===== src/rtl/fetch_unit_if.sv =====
// rtl/fetch_unit_if.sv - instruction memory and decode-side signal bundle of the fetch unit
interface fetch_unit_if #(
  parameter int DATA_W = 32
);
  logic              imem_req_valid_o;
  logic              imem_req_ready_i;
  logic [DATA_W-1:0] imem_req_addr_o;
  logic              imem_rsp_valid_i;
  logic [DATA_W-1:0] imem_rsp_data_i;
  logic              imem_rsp_err_i;
  logic              hazard_stall_i;
  logic              instr_valid_o;
  logic [DATA_W-1:0] instr_o;
  logic [DATA_W-1:0] instr_pc_o;
  logic              instr_err_o;

  modport master (
    output imem_req_valid_o, imem_req_addr_o,
    input  imem_req_ready_i,
    input  imem_rsp_valid_i, imem_rsp_data_i, imem_rsp_err_i,
    input  hazard_stall_i,
    output instr_valid_o, instr_o, instr_pc_o, instr_err_o
  );

  modport slave (
    input  imem_req_valid_o, imem_req_addr_o,
    output imem_req_ready_i,
    output imem_rsp_valid_i, imem_rsp_data_i, imem_rsp_err_i,
    output hazard_stall_i,
    input  instr_valid_o, instr_o, instr_pc_o, instr_err_o
  );
endinterface


===== src/rtl/fetch_unit.sv =====
// rtl/fetch_unit.sv - instruction fetch front end with credit-limited requests and in-order buffer
module fetch_unit #(
  parameter int                DATA_W     = 32,
  parameter logic [DATA_W-1:0] RESET_PC   = '0,
  parameter int                FIFO_DEPTH = 2
) (
  input  logic              clk_i,
  input  logic              rst_i,
  input  logic              redirect_i,
  input  logic [DATA_W-1:0] redirect_pc_i,
  fetch_unit_if.master      bus
);
  localparam int CW = $clog2(FIFO_DEPTH + 1);
  localparam int PW = $clog2(FIFO_DEPTH);
  localparam logic [DATA_W-1:0] NOP = 32'h0000_0013;

  typedef struct packed {
    logic [DATA_W-1:0] data;
    logic [DATA_W-1:0] pc;
    logic              err;
  } entry_t;

  entry_t            fifo_q [FIFO_DEPTH];
  entry_t            fifo_d [FIFO_DEPTH];
  logic [PW-1:0]     rd_ptr_q, rd_ptr_d, wr_ptr_q, wr_ptr_d;
  logic [CW-1:0]     count_q, count_d;
  logic [CW-1:0]     outstanding_q, outstanding_d;
  logic [CW-1:0]     discard_q, discard_d;
  logic [DATA_W-1:0] fetch_pc_q, fetch_pc_d;
  logic [DATA_W-1:0] rsp_pc_q, rsp_pc_d;

  logic [CW:0]       inflight;
  logic [CW:0]       flush_total;
  logic [CW:0]       flush_pending;
  logic              req_fire, rsp_keep, rsp_drop, pop;
  logic [DATA_W-1:0] redirect_pc_aligned;
  logic              unused_pc_bits;

  assign unused_pc_bits      = ^redirect_pc_i[1:0];
  assign redirect_pc_aligned = {redirect_pc_i[DATA_W-1:2], 2'b00};

  assign inflight             = {1'b0, outstanding_q} + {1'b0, count_q};
  assign bus.imem_req_valid_o = !rst_i && !redirect_i && (inflight < (CW+1)'(FIFO_DEPTH));
  assign bus.imem_req_addr_o  = fetch_pc_q;

  assign req_fire = bus.imem_req_valid_o && bus.imem_req_ready_i;
  assign rsp_drop = bus.imem_rsp_valid_i && (discard_q != '0);
  assign rsp_keep = bus.imem_rsp_valid_i && (discard_q == '0) && (outstanding_q != '0);
  assign pop      = (count_q != '0) && !bus.hazard_stall_i;

  // A response arriving in the redirect cycle retires one pending fetch rather than being counted.
  assign flush_total   = {1'b0, discard_q} + {1'b0, outstanding_q};
  assign flush_pending = (bus.imem_rsp_valid_i && flush_total != '0) ?
                         flush_total - (CW+1)'(1) : flush_total;

  assign bus.instr_valid_o = (count_q != '0);
  assign bus.instr_o       = bus.instr_valid_o ? fifo_q[rd_ptr_q].data : '0;
  assign bus.instr_pc_o    = bus.instr_valid_o ? fifo_q[rd_ptr_q].pc : '0;
  assign bus.instr_err_o   = bus.instr_valid_o && fifo_q[rd_ptr_q].err;

  always_comb begin
    fifo_d        = fifo_q;
    rd_ptr_d      = rd_ptr_q;
    wr_ptr_d      = wr_ptr_q;
    count_d       = count_q;
    outstanding_d = outstanding_q;
    discard_d     = discard_q;
    fetch_pc_d    = fetch_pc_q;
    rsp_pc_d      = rsp_pc_q;
    if (redirect_i) begin
      rd_ptr_d      = '0;
      wr_ptr_d      = '0;
      count_d       = '0;
      outstanding_d = '0;
      discard_d     = flush_pending[CW-1:0];
      fetch_pc_d    = redirect_pc_aligned;
      rsp_pc_d      = redirect_pc_aligned;
    end else begin
      if (req_fire) begin
        fetch_pc_d = fetch_pc_q + DATA_W'(4);
      end
      outstanding_d = outstanding_q + CW'(req_fire) - CW'(rsp_keep);
      if (rsp_drop) begin
        discard_d = discard_q - CW'(1);
      end
      if (rsp_keep) begin
        fifo_d[wr_ptr_q] = '{data: bus.imem_rsp_err_i ? NOP : bus.imem_rsp_data_i,
                             pc:   rsp_pc_q,
                             err:  bus.imem_rsp_err_i};
        wr_ptr_d = wr_ptr_q + PW'(1);
        rsp_pc_d = rsp_pc_q + DATA_W'(4);
      end
      if (pop) begin
        rd_ptr_d = rd_ptr_q + PW'(1);
      end
      count_d = count_q + CW'(rsp_keep) - CW'(pop);
    end
  end

  always_ff @(posedge clk_i) begin
    if (rst_i) begin
      for (int i = 0; i < FIFO_DEPTH; i++) begin
        fifo_q[i] <= '0;
      end
      rd_ptr_q      <= '0;
      wr_ptr_q      <= '0;
      count_q       <= '0;
      outstanding_q <= '0;
      discard_q     <= '0;
      fetch_pc_q    <= RESET_PC;
      rsp_pc_q      <= RESET_PC;
    end else begin
      fifo_q        <= fifo_d;
      rd_ptr_q      <= rd_ptr_d;
      wr_ptr_q      <= wr_ptr_d;
      count_q       <= count_d;
      outstanding_q <= outstanding_d;
      discard_q     <= discard_d;
      fetch_pc_q    <= fetch_pc_d;
      rsp_pc_q      <= rsp_pc_d;
    end
  end

  a_no_orphan_rsp: assert property (@(posedge clk_i) disable iff (rst_i)
    bus.imem_rsp_valid_i |-> (outstanding_q != '0 || discard_q != '0));
  a_discard_bound: assert property (@(posedge clk_i) disable iff (rst_i)
    redirect_i |-> (flush_pending <= (CW+1)'(FIFO_DEPTH)));
  a_credit_bound: assert property (@(posedge clk_i) disable iff (rst_i)
    inflight <= (CW+1)'(FIFO_DEPTH));
endmodule


===== src/flat_wrapper.sv =====
// flat-port wrapper written by rule: the top's interface ports become plain ports
module fetch_unit_flat 
#(
  parameter int                DATA_W     = 32,
  parameter logic [DATA_W-1:0] RESET_PC   = '0,
  parameter int                FIFO_DEPTH = 2
)
  (clk_i, rst_i, redirect_i, redirect_pc_i, bus_imem_req_valid_o, bus_imem_req_addr_o, bus_imem_req_ready_i, bus_imem_rsp_valid_i, bus_imem_rsp_data_i, bus_imem_rsp_err_i, bus_hazard_stall_i, bus_instr_valid_o, bus_instr_o, bus_instr_pc_o, bus_instr_err_o);
  fetch_unit_if #(.DATA_W(DATA_W)) bus_i ();
  input  logic clk_i;
  input  logic rst_i;
  input  logic redirect_i;
  input  logic [DATA_W-1:0] redirect_pc_i;
  output wire logic [$bits(bus_i.imem_req_valid_o)-1:0] bus_imem_req_valid_o;
  output wire logic [$bits(bus_i.imem_req_addr_o)-1:0] bus_imem_req_addr_o;
  input wire logic [$bits(bus_i.imem_req_ready_i)-1:0] bus_imem_req_ready_i;
  input wire logic [$bits(bus_i.imem_rsp_valid_i)-1:0] bus_imem_rsp_valid_i;
  input wire logic [$bits(bus_i.imem_rsp_data_i)-1:0] bus_imem_rsp_data_i;
  input wire logic [$bits(bus_i.imem_rsp_err_i)-1:0] bus_imem_rsp_err_i;
  input wire logic [$bits(bus_i.hazard_stall_i)-1:0] bus_hazard_stall_i;
  output wire logic [$bits(bus_i.instr_valid_o)-1:0] bus_instr_valid_o;
  output wire logic [$bits(bus_i.instr_o)-1:0] bus_instr_o;
  output wire logic [$bits(bus_i.instr_pc_o)-1:0] bus_instr_pc_o;
  output wire logic [$bits(bus_i.instr_err_o)-1:0] bus_instr_err_o;
  assign bus_imem_req_valid_o = bus_i.imem_req_valid_o;
  assign bus_imem_req_addr_o = bus_i.imem_req_addr_o;
  assign bus_i.imem_req_ready_i = bus_imem_req_ready_i;
  assign bus_i.imem_rsp_valid_i = bus_imem_rsp_valid_i;
  assign bus_i.imem_rsp_data_i = bus_imem_rsp_data_i;
  assign bus_i.imem_rsp_err_i = bus_imem_rsp_err_i;
  assign bus_i.hazard_stall_i = bus_hazard_stall_i;
  assign bus_instr_valid_o = bus_i.instr_valid_o;
  assign bus_instr_o = bus_i.instr_o;
  assign bus_instr_pc_o = bus_i.instr_pc_o;
  assign bus_instr_err_o = bus_i.instr_err_o;
  fetch_unit #(.DATA_W(DATA_W), .RESET_PC(RESET_PC), .FIFO_DEPTH(FIFO_DEPTH)) u_core (.clk_i(clk_i), .rst_i(rst_i), .redirect_i(redirect_i), .redirect_pc_i(redirect_pc_i), .bus(bus_i));
endmodule

===== config.mk =====
export PLATFORM = sky130hd
export DESIGN_NAME = fetch_unit_flat
export DESIGN_NICKNAME = d
export VERILOG_FILES = /design/src/rtl/fetch_unit_if.sv /design/src/rtl/fetch_unit.sv /design/src/flat_wrapper.sv
export SDC_FILE = /design/constraint.sdc
export NUM_CORES = 1
export LEC_CHECK = 0
export ABC_AREA = 1
export ABC_CLOCK_PERIOD_IN_PS = 3100
export CORE_MARGIN = 8
export CORE_UTILIZATION = 37
export DETAILED_ROUTE_END_ITERATION = 7
export PLACE_DENSITY = 0.66
export SLEW_MARGIN = 20
export SYNTH_ARGS = -nofsm -noshare
export SYNTH_HDL_FRONTEND = slang
export SYNTH_SLANG_ARGS = --single-unit

===== constraint.sdc =====
create_clock -name clk_i -period 3.1 [get_ports clk_i]
set_input_delay 0.465 -clock clk_i [delete_from_list [all_inputs] [get_ports clk_i]]
set_output_delay 0.465 -clock clk_i [all_outputs]
set_load 0.01 [all_outputs]

# --- Yosys cells after proc, flatten, opt, wreduce, memory -nomap -nowiden ---
# Index checks and enable logic that the tools add are counted.
op_classes:
  addsub: 12
  n_reduce_logical: 23
  mux: 16
  order_cmp: 4
  bitwise: 3
op_table:
  columns: ["op", "count"]
  rows:
  - ["$mux 65", 4]
  - ["$mux 32", 7]
  - ["$bwmux 130", 1]
  - ["$demux 65 s1", 1]
  - ["$add 32x3->32 const B", 2]
  - ["$reduce_bool 2->1", 6]
  - ["$logic_and 1x1->1", 10]
  - ["$add 2x2->3", 2]
  - ["$mux 2", 3]
  - ["$add 2x1->2", 2]
  - ["$ge 2x2->1 const B", 2]
  - ["$not 1->2", 2]
  - ["$sub 2x1->2", 2]
  - ["$sub 2x1->2 const B", 2]
  - ["$logic_not 1->1", 3]
  - ["$lt 3x2->1 const B", 1]
  - ["$reduce_bool 3->1", 1]
  - ["$add 1x1->1 const B", 2]
  - ["$logic_not 2->1", 1]
  - ["$lt 2x1->1 const B", 1]
  - ["$reduce_and 2->1", 1]
  - ["$reduce_or 2->1", 1]
  - ["$not 1->1", 1]
totals:
  elab_cells: 73
  ff_bits: 202

# --- Depth between registers and ports, before layout ---
# Gate-level depths: netlist of run 1.
depth:
  depth_word: 6
  ltp_mapped: 12

# --- Worst setup path after synthesis of run 1 ---
# OpenSTA, ideal clock, no wires.
synth_timing:
  path_type: "reg-to-reg"
  startpoint: "reg u_core.outstanding_q[0]"
  endpoint: "reg u_core.outstanding_q[1]"
  arrival_time_ns: 2.183
  setup_ns: 0.070
  synth_period_minus_slack_ns: 2.253
  slack_ns: 0.847
  required_time_ns: 3.030
  stages_incl_launch_ff: 12
  path_cell_list: "dfxtp_1 > nand2_1 > inv_1 > fa_1 > inv_1 > nand4_1 > clkinv_1 > buf_2 > ha_1 > xnor2_1 > or2_2 > a21oi_1"
synth_between:
  elab_chain_len: 6
  word_cells_on_any_way: 8
  classes_between: "3 x add/sub; 1 x order compare; 4 x reduce/logical"
synth_lines:
  columns: ["element", "line_no", "rtl"]
  rows:
  - ["start: declaration", "fetch_unit.sv:27", "logic [CW-1:0] outstanding_q, outstanding_d;"]
  - ["start signal: assignment", "fetch_unit.sv:117", "outstanding_q <= outstanding_d;"]
  - ["$add 2x2->3", "fetch_unit.sv:42", "assign inflight = {1'b0, outstanding_q} + {1'b0, count_q};"]
  - ["$lt 3x2->1", "fetch_unit.sv:43", "assign bus.imem_req_valid_o = !rst_i && !redirect_i && (inflight < (CW+1)'(FIFO_DEPTH));"]
  - ["$logic_and 1x1->1", "fetch_unit.sv:43", null]
  - ["$logic_and 1x1->1", "fetch_unit.sv:46", "assign req_fire = bus.imem_req_valid_o && bus.imem_req_ready_i;"]
  - ["$add 2x1->2", "fetch_unit.sv:82", "outstanding_d = outstanding_q + CW'(req_fire) - CW'(rsp_keep);"]
  - ["$sub 2x1->2 *", "fetch_unit.sv:82", null]
# Every way passes the cells marked *; elsewhere a longest branch is shown, timed or not.
# A chain may end at the register's enable or synchronous reset.

# --- Worst setup path in the final report of run 1 ---
layout_timing:
  startpoint: "reg u_core.count_q[1]"
  endpoint: "out bus_instr_o[18]"
layout_between:
  elab_chain_len: 2
layout_lines:
  columns: ["element", "line_no", "rtl"]
  rows:
  - ["start: declaration", "fetch_unit.sv:26", "logic [CW-1:0] count_q, count_d;"]
  - ["start signal: assignment", "fetch_unit.sv:116", "count_q <= count_d;"]
  - ["$reduce_bool 2->1", "fetch_unit.sv:56", "assign bus.instr_valid_o = (count_q != '0);"]
  - ["$mux 32", "fetch_unit.sv:57", "assign bus.instr_o = bus.instr_valid_o ? fifo_q[rd_ptr_q].data : '0;"]
  - ["end: declaration", "flat_wrapper.sv:22", "output wire logic [$bits(bus_i.instr_o)-1:0] bus_instr_o;"]
# Every way passes these cells.

==> out/metrics.yaml, run 1 <==
h-tree-depth: 4
clock_skew_ns: 0.0128
drive_above_1_share: 0.0509
synth.distinct_cells: 34
area_delta_synth_final_pct: 25.0
initial_core_util: 0.373
critPathRequiredTime_ns: 2.63
cp.arrival_ns: 2.39
hpwl_mm: 22.1
clkLatencyLatePin_ns: 0.44
cts_hold_buf: 0
yosysSeqAreaShare: 0.390
yosys_warnings: 0
synth_flop_cell: "dfxtp_1"
setup.worst_path.start: "u_core.count_q[1]"
rows: 60
crit_path_max_incr_delay_ns: 0.58
final_util: 0.466
rr_worst_depth: 11
maxSlewViolCount: 0
first_pass_iters: 5
r2r-start: "u_core.outstanding_q[0]"
critical_path.startpoint_type: "flip-flop"
slowest_stage: "clkdlybuf4s50_1"
min_path_cells: 4
whs_ns: 0.400
slew_headroom: 0.379
cp.depth: 7
ff2ff_setup_slack_ns: 0.61
cellPowerDensity_nw_per_um2: 434
rsz0062_at_grt: "false"
synth_xor_area_frac: 0.0158
critPathMaxFanout: 31
die_h_um: 180
crit_path_frequent_cell: "buf_4"
cts_tree: "done"
clk_path_buf_depth: 2
p_total_mw: 5.40
grt_pass1_vias: 9240
max_slew.worst_pin.slew_ns: 0.932
hold_viol_final: 0
critPathKind: "flip-flop to output pin"
syn_area_per_cell_um2: 6.57
port_buffers: 163
drc: 0
gp_congestion: 0.884
max_clock_freq_mhz: 350
routed-via-count: 10100
core_area_um2: 26700
setup_violations: 0
finalWirelength_mm: 31.1
synth-async-reset-ratio: 0
die_area_um2: 32400
dp_cells: 1958
outcome: "complete, no violations"
hold_path_class: "input pin to flip-flop"
synth-edff-count: 0
path_delay_family: "buffers and inverters"
maxCapViolations: 0
static-leakage-power_nw: 4.81
synth_area_um2: 9970
final_nets: 1718
synth_compound_area_frac: 0.244
critPathCapture: "bus_instr_o[18]"
critPathCaptureType: "output pin"
root_buffer: "clkbuf_16"
drtIter0Drc: 821
grt_pass1_wl_mm: 50.0
path_cells: "nor2_1 > buf_4 > inv_1 > buf_4 > o21ai_0 > a21oi_1 > clkdlybuf4s50_1"
grt_max_degree: 71
cts_resized: 0
num_antenna_cells: 0
postRouteAntennaNets: 0
pin_count: 170
synthMuxAreaShare: 0
grt.overflow.total: 0
wl_per_cell_um: 15.6
period_minus_slack_ns: 2.86
ys_ff_latch: 194
synth_top_family_by_area: "compound AO/OA/AOI/OAI gates"
clkTransAtPathRegs_ns: 0.09
via_per_inst: 5.09
crit_buf_inv: 4
fin_cells: 1990
synth_adder_area_share: 0.0153
min_period_over_period: 0.922
post_cts_buffers: 0
cts_sinks: 194
synthSimpleGateAreaFrac: 0.221
die_w_um: 180
grt_usage: 0.187
cts_buffers: 17
reg2reg_to: "u_core.bus.imem_req_addr_o[16]"
setup-tns-final_ns: 0
antenna_found_initial: 0
synth_cells: 1517
ir_worst_vdd_mv: 0.370
where the power goes:
| part | total (mW) | switching [mW] | internal [mW] |
|---|---|---|---|
| clock network | 2.26 | 1.16 | 1.11 |
| logic | 0.502 | 0.282 | 0.220 |
| registers | 2.64 | 0.0877 | 2.55 |
| total | 5.40 | 1.53 | 3.88 |
Yosys cell counts, types with 4 or more instances:
master	count	share of area
nand2_1	290	0.11
a21oi_1	216	0.11
o21ai_0	214	0.11
dfxtp_1	194	0.39
inv_1	192	0.072
nor2_1	175	0.066
clkbuf_1	59	0.022
nand3_1	58	0.029
a31oi_1	14	0.0088
buf_2	13	0.0065
a211oi_2	12	0.015
xor2_1	12	0.011
ha_1	9	0.011
buf_4	8	0.0060
nand4_1	8	0.0050
or2_2	6	0.0038
xnor2_1	6	0.0053
buf_1	4	0.0015
nor3_1	4	0.0020
metrics by stage:
stage	setup slack [ns]	area (um^2)
2_1_floorplan	0.847	9980
3_3_place_gp	0.548	11900
3_5_place_dp	0.513	11900
4_1_cts	0.207	12500
5_1_grt	0.0467	12500
6_report	0.242	12500
cell type report:
type,instances,area [um^2]
Multi-Input combinational cell,1042,4960
Inverter,196,736
Clock inverter,15,181
Fill cell,2710,14300
Sequential cell,194,3890
Clock buffer,17,425
Tap cell,341,427
Timing Repair Buffer,185,1840
placed cells by master (no fill, tap or decap), drive strengths merged, types with 7 or more instances in the layout:
master | netlist | routed
a211oi | 12 | 12
a21oi | 216 | 216
a31oi | 14 | 14
buf | 28 | 24
clkbuf | 60 | 17
clkdlybuf4s50 | 0 | 161
clkinv | 1 | 7
dfxtp | 194 | 194
ha | 9 | 9
inv | 195 | 204
nand2 | 291 | 291
nand3 | 58 | 58
nand4 | 8 | 8
nor2 | 179 | 179
o21ai | 217 | 217
xor2 | 12 | 12
per-layer routing:
layer / up-vias / GRT usage / share of wire
li1: 5140 / - / -
met4: 0 / 0.0403 / 0.0088
met2: 393 / 0.283 / 0.43
met1: 4578 / 0.262 / 0.47
met3: 25 / 0.0490 / 0.084
met5: - / 0 / 0
worst register-to-register path: stages, from the launching register on:
cell and delay (ns):
dfxtp_1 0.40, nand2_1 0.07, inv_1 0.07, fa_1 0.41, inv_1 0.08, nand4_1 0.36
nand2_1 0.37, inv_1 0.29, nand2_1 0.13, nand2_1 0.05, inv_1 0.05, a21oi_1 0.06
worst min path at each step:
stage / start / to / slack, ns
finish: rst_i / u_core.fifo_q[124] / 0.40
global route: rst_i / u_core.fifo_q[121] / 0.43
CTS: rst_i / u_core.fifo_q[125] / 0.39
detailed placement: u_core.fifo_q[19] / u_core.fifo_q[19] / 0.44
global placement: u_core.fifo_q[56] / u_core.fifo_q[56] / 0.44
floorplan: u_core.fifo_q[27] / u_core.fifo_q[27] / 0.43
flip-flops by register name (all words and copies together) (netlist names):
register	cells
u_core.count_q	2
u_core.discard_q	2
u_core.bus.imem_req_addr_o	30
u_core.rd_ptr_q	1
u_core.outstanding_q	2
u_core.rsp_pc_q	30
u_core.fifo_q	126
u_core.wr_ptr_q	1
cells by family after synthesis:
group / count (synthesis)
simple gates: 547
compound gates: 462
buf+inv: 284
flops: 194
xor+xnor: 18
fa+ha+maj: 11
other cells: 1
Note: power is estimated with default switching activity, not from simulation.
==> run 2: changes to the inputs <==
Settings changed: CTS_CLUSTER_SIZE from default to 12.
==> results of run 2 <==
The final DEF is identical to that of run 1; final timing and power are the same.
